--- config.mk ---
export PLATFORM = sky130hd
export DESIGN_NAME = fm_sb_capture_ctrl
export DESIGN_NICKNAME = d
export VERILOG_FILES = /design/src/rtl/fm_sb_pkg.sv /design/src/rtl/fm_sb_rd_pipe.sv /design/src/rtl/fm_sb_capture_ctrl.sv
export SDC_FILE = /design/constraint.sdc
export NUM_CORES = 1
export LEC_CHECK = 0
export CAP_MARGIN = 20
export CORE_ASPECT_RATIO = 1.75
export CORE_UTILIZATION = 55
export DETAILED_ROUTE_END_ITERATION = 6
export DONT_BUFFER_PORTS = 1
export PLACE_DENSITY = 0.76
export SKIP_LAST_GASP = 1
export SLEW_MARGIN = 20
export SYNTH_ARGS = -nofsm -noshare
export SYNTH_HDL_FRONTEND = slang
export SYNTH_HIERARCHICAL = 1
export SYNTH_SLANG_ARGS = --single-unit
--- constraint.sdc ---
create_clock -name spy_clock -period 2.95 [get_ports spy_clock]
set_input_delay 0.59 -clock spy_clock [delete_from_list [all_inputs] [get_ports spy_clock]]
set_output_delay 0.59 -clock spy_clock [all_outputs]
set_load 0.02 [all_outputs]
--- src/rtl/fm_sb_pkg.sv ---
// Shared types and encodings for the fast-monitoring spy-buffer capture controller.
//   sb_mapped_n    : number of spy buffers under common control
//   pb_mode_width  : width of the playback mode field
//   PB_*           : playback mode encodings (2'b11 is reserved and behaves as capture only)
//   fm_sb_state_t  : sequencer state encoding, as reported on the state output
//   fm_sb_rd_tag_t : per-read tag carried alongside the memory read latency
package fm_sb_pkg;

  localparam int unsigned sb_mapped_n   = 27;
  localparam int unsigned pb_mode_width = 2;

  localparam logic [pb_mode_width-1:0] PB_CAPTURE = 2'b00;
  localparam logic [pb_mode_width-1:0] PB_ONCE    = 2'b01;
  localparam logic [pb_mode_width-1:0] PB_LOOP    = 2'b10;

  typedef enum logic [2:0] {
    FM_SB_IDLE   = 3'd0,
    FM_SB_ARMED  = 3'd1,
    FM_SB_POST   = 3'd2,
    FM_SB_FROZEN = 3'd3,
    FM_SB_PLAY   = 3'd4
  } fm_sb_state_t;

  typedef struct packed {
    logic vld;
    logic last;
  } fm_sb_rd_tag_t;

endpackage

--- src/rtl/fm_sb_rd_pipe.sv ---
// Delay line that aligns {vld,last} read tags with spy-buffer memory read data.
//   spy_clock : clock
//   rst       : asynchronous active-high reset, flushes all stages
//   tag_i     : tag of the read issued this cycle
//   tag_o     : tag delayed by exactly RD_LAT cycles
module fm_sb_rd_pipe
  import fm_sb_pkg::*;
#(
  parameter int unsigned RD_LAT = 2
) (
  input  logic          spy_clock,
  input  logic          rst,
  input  fm_sb_rd_tag_t tag_i,
  output fm_sb_rd_tag_t tag_o
);

  fm_sb_rd_tag_t [RD_LAT-1:0] pipe_q;

  // Shift register; stage 0 captures the incoming tag.
  always_ff @(posedge spy_clock or posedge rst) begin
    if (rst) begin
      pipe_q <= '0;
    end else begin
      pipe_q[0] <= tag_i;
      for (int i = 1; i < RD_LAT; i++) begin
        pipe_q[i] <= pipe_q[i-1];
      end
    end
  end

  assign tag_o = pipe_q[RD_LAT-1];

endmodule

--- src/rtl/fm_sb_capture_ctrl.sv ---
// Capture / freeze / playback sequencer shared by all fast-monitoring spy buffers.
//   spy_clock, rst        : clock and asynchronous active-high reset
//   sb_enable             : per-buffer capture enable mask
//   pb_mode               : playback mode (capture only / once / loop)
//   arm, sw_freeze,
//   ext_trig, pb_start    : single-cycle control pulses
//   post_trig_cnt         : writes performed after the trigger write
//   pb_len                : entries per playback pass, 0 means full depth
//   sb_we, wr_addr        : lockstep write enables (combinational) and common write pointer
//   rd_en, rd_addr        : common playback read port
//   pb_vld, pb_last       : read data valid / last-of-pass, aligned to memory latency
//   trig_addr, wrapped,
//   frozen, state         : status
module fm_sb_capture_ctrl
  import fm_sb_pkg::*;
#(
  parameter int unsigned SB_N   = sb_mapped_n,
  parameter int unsigned AW     = 10,
  parameter int unsigned RD_LAT = 2
) (
  input  logic                     spy_clock,
  input  logic                     rst,
  input  logic [SB_N-1:0]          sb_enable,
  input  logic [pb_mode_width-1:0] pb_mode,
  input  logic                     arm,
  input  logic                     sw_freeze,
  input  logic                     ext_trig,
  input  logic [AW-1:0]            post_trig_cnt,
  input  logic [AW-1:0]            pb_len,
  input  logic                     pb_start,
  output logic [SB_N-1:0]          sb_we,
  output logic [AW-1:0]            wr_addr,
  output logic                     rd_en,
  output logic [AW-1:0]            rd_addr,
  output logic                     pb_vld,
  output logic                     pb_last,
  output logic [AW-1:0]            trig_addr,
  output logic                     wrapped,
  output logic                     frozen,
  output logic [2:0]               state
);

  localparam int unsigned CW = AW + 1;
  localparam logic [CW-1:0] FULL_PASS = CW'(1) << AW;

  localparam logic [2:0] ST_IDLE   = FM_SB_IDLE;
  localparam logic [2:0] ST_ARMED  = FM_SB_ARMED;
  localparam logic [2:0] ST_POST   = FM_SB_POST;
  localparam logic [2:0] ST_FROZEN = FM_SB_FROZEN;
  localparam logic [2:0] ST_PLAY   = FM_SB_PLAY;

  logic [2:0]               state_q,     state_d;
  logic                     capturing_q, capturing_d;
  logic [AW-1:0]            wr_addr_q,   wr_addr_d;
  logic                     wrapped_q,   wrapped_d;
  logic [AW-1:0]            trig_addr_q, trig_addr_d;
  logic [AW-1:0]            post_cnt_q,  post_cnt_d;
  logic                     rd_en_q,     rd_en_d;
  logic [AW-1:0]            rd_addr_q,   rd_addr_d;
  logic [AW-1:0]            start_q,     start_d;
  logic [CW-1:0]            pass_cnt_q,  pass_cnt_d;
  logic [pb_mode_width-1:0] pb_mode_q,   pb_mode_d;
  logic [AW-1:0]            pb_len_q,    pb_len_d;
  logic                     frozen_q,    frozen_d;

  logic          write_c;
  logic          trig_c;
  logic          play_ok_c;
  fm_sb_rd_tag_t tag_in_c;
  fm_sb_rd_tag_t tag_out_c;

  // Pass length with 0 standing for the full ring depth.
  function automatic logic [CW-1:0] pass_len_f(input logic [AW-1:0] len);
    return (len == '0) ? FULL_PASS : {1'b0, len};
  endfunction

  // A software freeze in POST suppresses that cycle's write.
  assign write_c   = capturing_q & ~((state_q == ST_POST) & sw_freeze);
  assign trig_c    = ext_trig | sw_freeze;
  assign play_ok_c = (pb_mode == PB_ONCE) || (pb_mode == PB_LOOP);

  assign sb_we = sb_enable & {SB_N{write_c}};

  // Next-state and datapath update.
  always_comb begin
    state_d     = state_q;
    capturing_d = capturing_q;
    wr_addr_d   = wr_addr_q;
    wrapped_d   = wrapped_q;
    trig_addr_d = trig_addr_q;
    post_cnt_d  = post_cnt_q;
    rd_en_d     = rd_en_q;
    rd_addr_d   = rd_addr_q;
    start_d     = start_q;
    pass_cnt_d  = pass_cnt_q;
    pb_mode_d   = pb_mode_q;
    pb_len_d    = pb_len_q;

    // Pointer advances on every capturing cycle regardless of the enable mask.
    if (write_c) begin
      wr_addr_d = wr_addr_q + AW'(1);
      if (wr_addr_q == '1) begin
        wrapped_d = 1'b1;
      end
    end

    case (state_q)
      ST_IDLE: begin
        if (arm) begin
          state_d     = ST_ARMED;
          capturing_d = 1'b1;
          wr_addr_d   = '0;
          wrapped_d   = 1'b0;
        end
      end

      ST_ARMED: begin
        if (trig_c) begin
          trig_addr_d = wr_addr_q;
          if (post_trig_cnt == '0) begin
            state_d     = ST_FROZEN;
            capturing_d = 1'b0;
          end else begin
            state_d    = ST_POST;
            post_cnt_d = post_trig_cnt;
          end
        end
      end

      ST_POST: begin
        if (sw_freeze) begin
          state_d     = ST_FROZEN;
          capturing_d = 1'b0;
        end else begin
          post_cnt_d = post_cnt_q - AW'(1);
          if (post_cnt_q == AW'(1)) begin
            state_d     = ST_FROZEN;
            capturing_d = 1'b0;
          end
        end
      end

      ST_FROZEN: begin
        if (arm) begin
          state_d     = ST_ARMED;
          capturing_d = 1'b1;
          wr_addr_d   = '0;
          wrapped_d   = 1'b0;
        end else if (pb_start && play_ok_c) begin
          // Oldest entry sits at the write pointer once the ring has wrapped.
          state_d    = ST_PLAY;
          rd_en_d    = 1'b1;
          start_d    = wrapped_q ? wr_addr_q : '0;
          rd_addr_d  = wrapped_q ? wr_addr_q : '0;
          pb_mode_d  = pb_mode;
          pb_len_d   = pb_len;
          pass_cnt_d = pass_len_f(pb_len);
        end
      end

      ST_PLAY: begin
        if (sw_freeze) begin
          state_d = ST_FROZEN;
          rd_en_d = 1'b0;
        end else if (pass_cnt_q == CW'(1)) begin
          if (pb_mode_q == PB_LOOP) begin
            rd_addr_d  = start_q;
            pass_cnt_d = pass_len_f(pb_len_q);
          end else begin
            state_d = ST_FROZEN;
            rd_en_d = 1'b0;
          end
        end else begin
          rd_addr_d  = rd_addr_q + AW'(1);
          pass_cnt_d = pass_cnt_q - CW'(1);
        end
      end

      default: begin
        state_d     = ST_IDLE;
        capturing_d = 1'b0;
        rd_en_d     = 1'b0;
      end
    endcase

    frozen_d = (state_d == ST_FROZEN);
  end

  // State and datapath registers.
  always_ff @(posedge spy_clock or posedge rst) begin
    if (rst) begin
      state_q     <= ST_IDLE;
      capturing_q <= 1'b0;
      wr_addr_q   <= '0;
      wrapped_q   <= 1'b0;
      trig_addr_q <= '0;
      post_cnt_q  <= '0;
      rd_en_q     <= 1'b0;
      rd_addr_q   <= '0;
      start_q     <= '0;
      pass_cnt_q  <= '0;
      pb_mode_q   <= PB_CAPTURE;
      pb_len_q    <= '0;
      frozen_q    <= 1'b0;
    end else begin
      state_q     <= state_d;
      capturing_q <= capturing_d;
      wr_addr_q   <= wr_addr_d;
      wrapped_q   <= wrapped_d;
      trig_addr_q <= trig_addr_d;
      post_cnt_q  <= post_cnt_d;
      rd_en_q     <= rd_en_d;
      rd_addr_q   <= rd_addr_d;
      start_q     <= start_d;
      pass_cnt_q  <= pass_cnt_d;
      pb_mode_q   <= pb_mode_d;
      pb_len_q    <= pb_len_d;
      frozen_q    <= frozen_d;
    end
  end

  // Last tag marks the final read of a complete pass.
  assign tag_in_c.vld  = rd_en_q;
  assign tag_in_c.last = rd_en_q & (pass_cnt_q == CW'(1));

  fm_sb_rd_pipe #(
    .RD_LAT (RD_LAT)
  ) u_rd_pipe (
    .spy_clock (spy_clock),
    .rst       (rst),
    .tag_i     (tag_in_c),
    .tag_o     (tag_out_c)
  );

  assign wr_addr   = wr_addr_q;
  assign rd_en     = rd_en_q;
  assign rd_addr   = rd_addr_q;
  assign pb_vld    = tag_out_c.vld;
  assign pb_last   = tag_out_c.last;
  assign trig_addr = trig_addr_q;
  assign wrapped   = wrapped_q;
  assign frozen    = frozen_q;
  assign state     = state_q;

endmodule

==> impl_metrics.json <==
{
  "finClkSkew_ps": 9.51,
  "fin_crit_ps": 2440,
  "initial_core_util_pct": 56.6,
  "clkSinkCount": 84,
  "syn-instance-count": 558,
  "avgSynthCellArea_um2": 8.73,
  "clk_latency_ps": 340,
  "crit_type": "register to primary output",
  "multi_input_area_um2": 2550,
  "cts_resized": 0,
  "gp_congestion": 0.915,
  "async_flop_share_pct": 100,
  "drive_above_1_share_pct": 10.4,
  "start_kind": "register",
  "pin_count": 120,
  "post_cts.repair.setup_buffers": 0,
  "cts_tree": "done",
  "dr.pass1.iters": 6,
  "synth_seq_cells": 84,
  "pre_cts_ws_ps": 573,
  "grt_setup_unrepaired": "false",
  "areaGrowthSynthToFinish_pct": 7.68,
  "status": "completed",
  "row_count": 45,
  "synth_top_flop_cell": "dfrtp_1",
  "ir_drop_uv": 624,
  "netlist_area_um2": 4870,
  "post_drt_wl_per_cell_um": 18.7,
  "clk_pin_slew_ps": 60,
  "slew_viol_final": 0,
  "slew-limit-headroom_pct": 39.0,
  "die_h_um": 127,
  "cpMostUsedCell": "buf_4",
  "via_per_inst": 6.23,
  "worst_pin_slew_ps": 916,
  "overflow": 0,
  "yosys_warnings": 6,
  "finish.utilization_pct": 60.9,
  "endpoint_kind": "primary output",
  "drc": 0,
  "fin_crit_sh_pct": 82.6,
  "clock.fmax_mhz": 410,
  "coreArea_um2": 8610,
  "grt_use_total_pct": 28.7,
  "wl_um": 12500,
  "slowest_stage": "dfrtp_1",
  "power_uw": 4940,
  "drtIter0Drc": 391,
  "nets": 605,
  "io_buffers": 0,
  "diodes": 0,
  "yosys-top-cells-area": "dfrtp_1, nand2_1, a21oi_1, and3_1, nor2_1",
  "holdWs_ps": 15.8,
  "fin_ws_ps": 512,
  "cp_data_arrival_time_ps": 1850,
  "synth_top_area_share_pct": 43.1,
  "antenna_found_initial": 0,
  "critPathBufInv": 2,
  "synth_cell_types": 60,
  "cts_buffers": 9,
  "cellPowerDensity_nw_per_um2": 941,
  "grt_pass1_wl_um": 20500,
  "n_fill_cell": 741,
  "clock_path_buffers": 2,
  "max_cap_viol_count": 0,
  "hold_buffers": 0,
  "ant_nets": 0,
  "yosysSeqAreaShare_pct": 43.1,
  "fin_setup_tns_ps": 0,
  "hold_path.class": "input port to async pin",
  "yosysTopAreaCell": "dfrtp_1",
  "worstPathRequired_ps": 2360,
  "dieArea_um2": 9260,
  "crit_fanout": 29,
  "cts_root_buf": "clkbuf_16",
  "dp_hpwl_um": 9010,
  "syn_nets": 619,
  "slowest_delay_ps": 460,
  "synth_edf_count": 0,
  "final-hold-violation-count": 0,
  "cp_cell_sequence": "buf_4, nand4bb_1, buf_4, and3_1",
  "cpLargestDelayFamily": "buffers and inverters",
  "leakage_uw": 0.00235,
  "die_w_um": 73.2,
  "seq_area_um2": 2100,
  "grt_start_max_net_pins": 39,
  "grt_pass1_vias": 4139,
  "setup_viol": 0,
  "htree_levels": 3,
  "num_vias": 4150
}
[flip-flops by register name (all words and copies together), names as in the netlist]
name / flops
capturing_q: 1
rd_addr: 10
pb_mode_q: 2
trig_addr: 10
post_cnt_q: 10
pass_cnt_q: 11
frozen: 1
u_rd_pipe/tag_o: 2
pb_len_q: 10
u_rd_pipe/pipe_q: 2
start_q: 10
state: 3
wr_addr: 10
rd_en: 1
wrapped: 1
[layout by cell type, fill, tap and decap left out, types with 3 or more instances in the layout]
master / n
inv_1: 10
nor4_1: 8
xnor2_1: 10
dfrtp_1: 84
mux2i_1: 4
o22ai_1: 3
nor3b_1: 5
nand4_1: 7
a21o_1: 6
o2bb2ai_1: 9
or3_1: 7
nand3_1: 19
xor2_1: 9
a21oi_1: 47
o21ai_0: 18
o31ai_1: 5
nand3b_1: 5
ha_1: 6
and3_1: 33
nor2_1: 51
clkbuf_16: 9
buf_4: 11
a21oi_2: 3
nand2b_1: 8
o211ai_1: 7
nor3_1: 11
a22oi_1: 4
mux2_2: 13
nand2_1: 92
[path summary, 6_finish.rpt]
kind | slack (ps) | to | cells after the start | startpoint
hold / removal | 20 | u_rd_pipe/pipe_q[1] | 1 | rst
setup reg to reg | 570 | pass_cnt_q[1] | 8 | pass_cnt_q[1]
min in group spy_clock | 350 | pb_len_q[9] | 2 | pb_len[9]
max in group asynchronous | 2080 | trig_addr[1] | 2 | rst
setup / recovery | 510 | sb_we[4] | 4 | state[2]
hold reg to reg | 350 | u_rd_pipe/tag_o[0] | 0 | u_rd_pipe/pipe_q[0]
[metal layers]
| metal | GRT usage (%) | vias to the layer above | share of wire [%] | wire (µm) |
|---|---|---|---|---|
| li1 | - | 1950 | - | - |
| met1 | 34.4 | 2004 | 39 | 4820 |
| met2 | 50.4 | 173 | 54 | 6720 |
| met3 | 5.96 | 23 | 5.6 | 704 |
| met4 | 8.88 | 0 | 1.9 | 238 |
| met5 | 0 | - | 0 | 0 |
[power breakdown]
group / switching (µW) / internal [µW] / leakage (µW)
Sequential: 619 / 1480 / 0.00109
Clock: 463 / 681 / 0.000142
Combinational: 1020 / 677 / 0.00112
Total: 2100 / 2830 / 0.00235
[final cells by class]
type | instances | share of cell area, %
clock inverters | 5 | 1.12
repair buffers | 12 | 1.96
well taps | 117 | 2.79
multi-input cells | 425 | 48.5
flip-flops and latches | 84 | 40.1
inverters | 12 | 0.930
clock buffers | 11 | 4.63
[synth_stat cells (3+ instances only)]
| library cell | count |
|---|---|
| or3_1 | 7 |
| dfrtp_1 | 84 |
| a21oi_2 | 3 |
| mux2_2 | 13 |
| o22ai_1 | 3 |
| nand2b_1 | 8 |
| clkbuf_1 | 23 |
| nor3b_1 | 5 |
| xor2_1 | 9 |
| a21o_1 | 6 |
| nand2_1 | 92 |
| nor2_1 | 51 |
| o21ai_0 | 18 |
| and3_1 | 33 |
| nand4_1 | 7 |
| o211ai_1 | 7 |
| nor3_1 | 12 |
| o31ai_1 | 5 |
| nor4_1 | 8 |
| buf_6 | 3 |
| inv_1 | 11 |
| nand3_1 | 19 |
| buf_4 | 3 |
| a21oi_1 | 47 |
| mux2i_1 | 4 |
| xnor2_1 | 10 |
| nand3b_1 | 5 |
| ha_1 | 6 |
| a22oi_1 | 4 |
| o2bb2ai_1 | 9 |
| buf_2 | 8 |
[cell families (layout without fill, tap and decap cells)]
logic type	after synthesis	after routing	share of synthesized area (%)
compound gates	124	124	16.8
fa+ha+maj	6	6	1.54
xor+xnor	19	19	3.41
simple gates	259	259	26.5
mux	17	17	3.83
buf+inv	49	40	4.72
flops	84	84	43.1
[per-stage QoR]
stage               area, µm²  std cells
global route             5250        666
floorplan                4870        558
CTS                      5250        666
finish                   5250        666
global placement         4950        650
detailed placement       4950        650
Power figures use the tool's default switching activity.
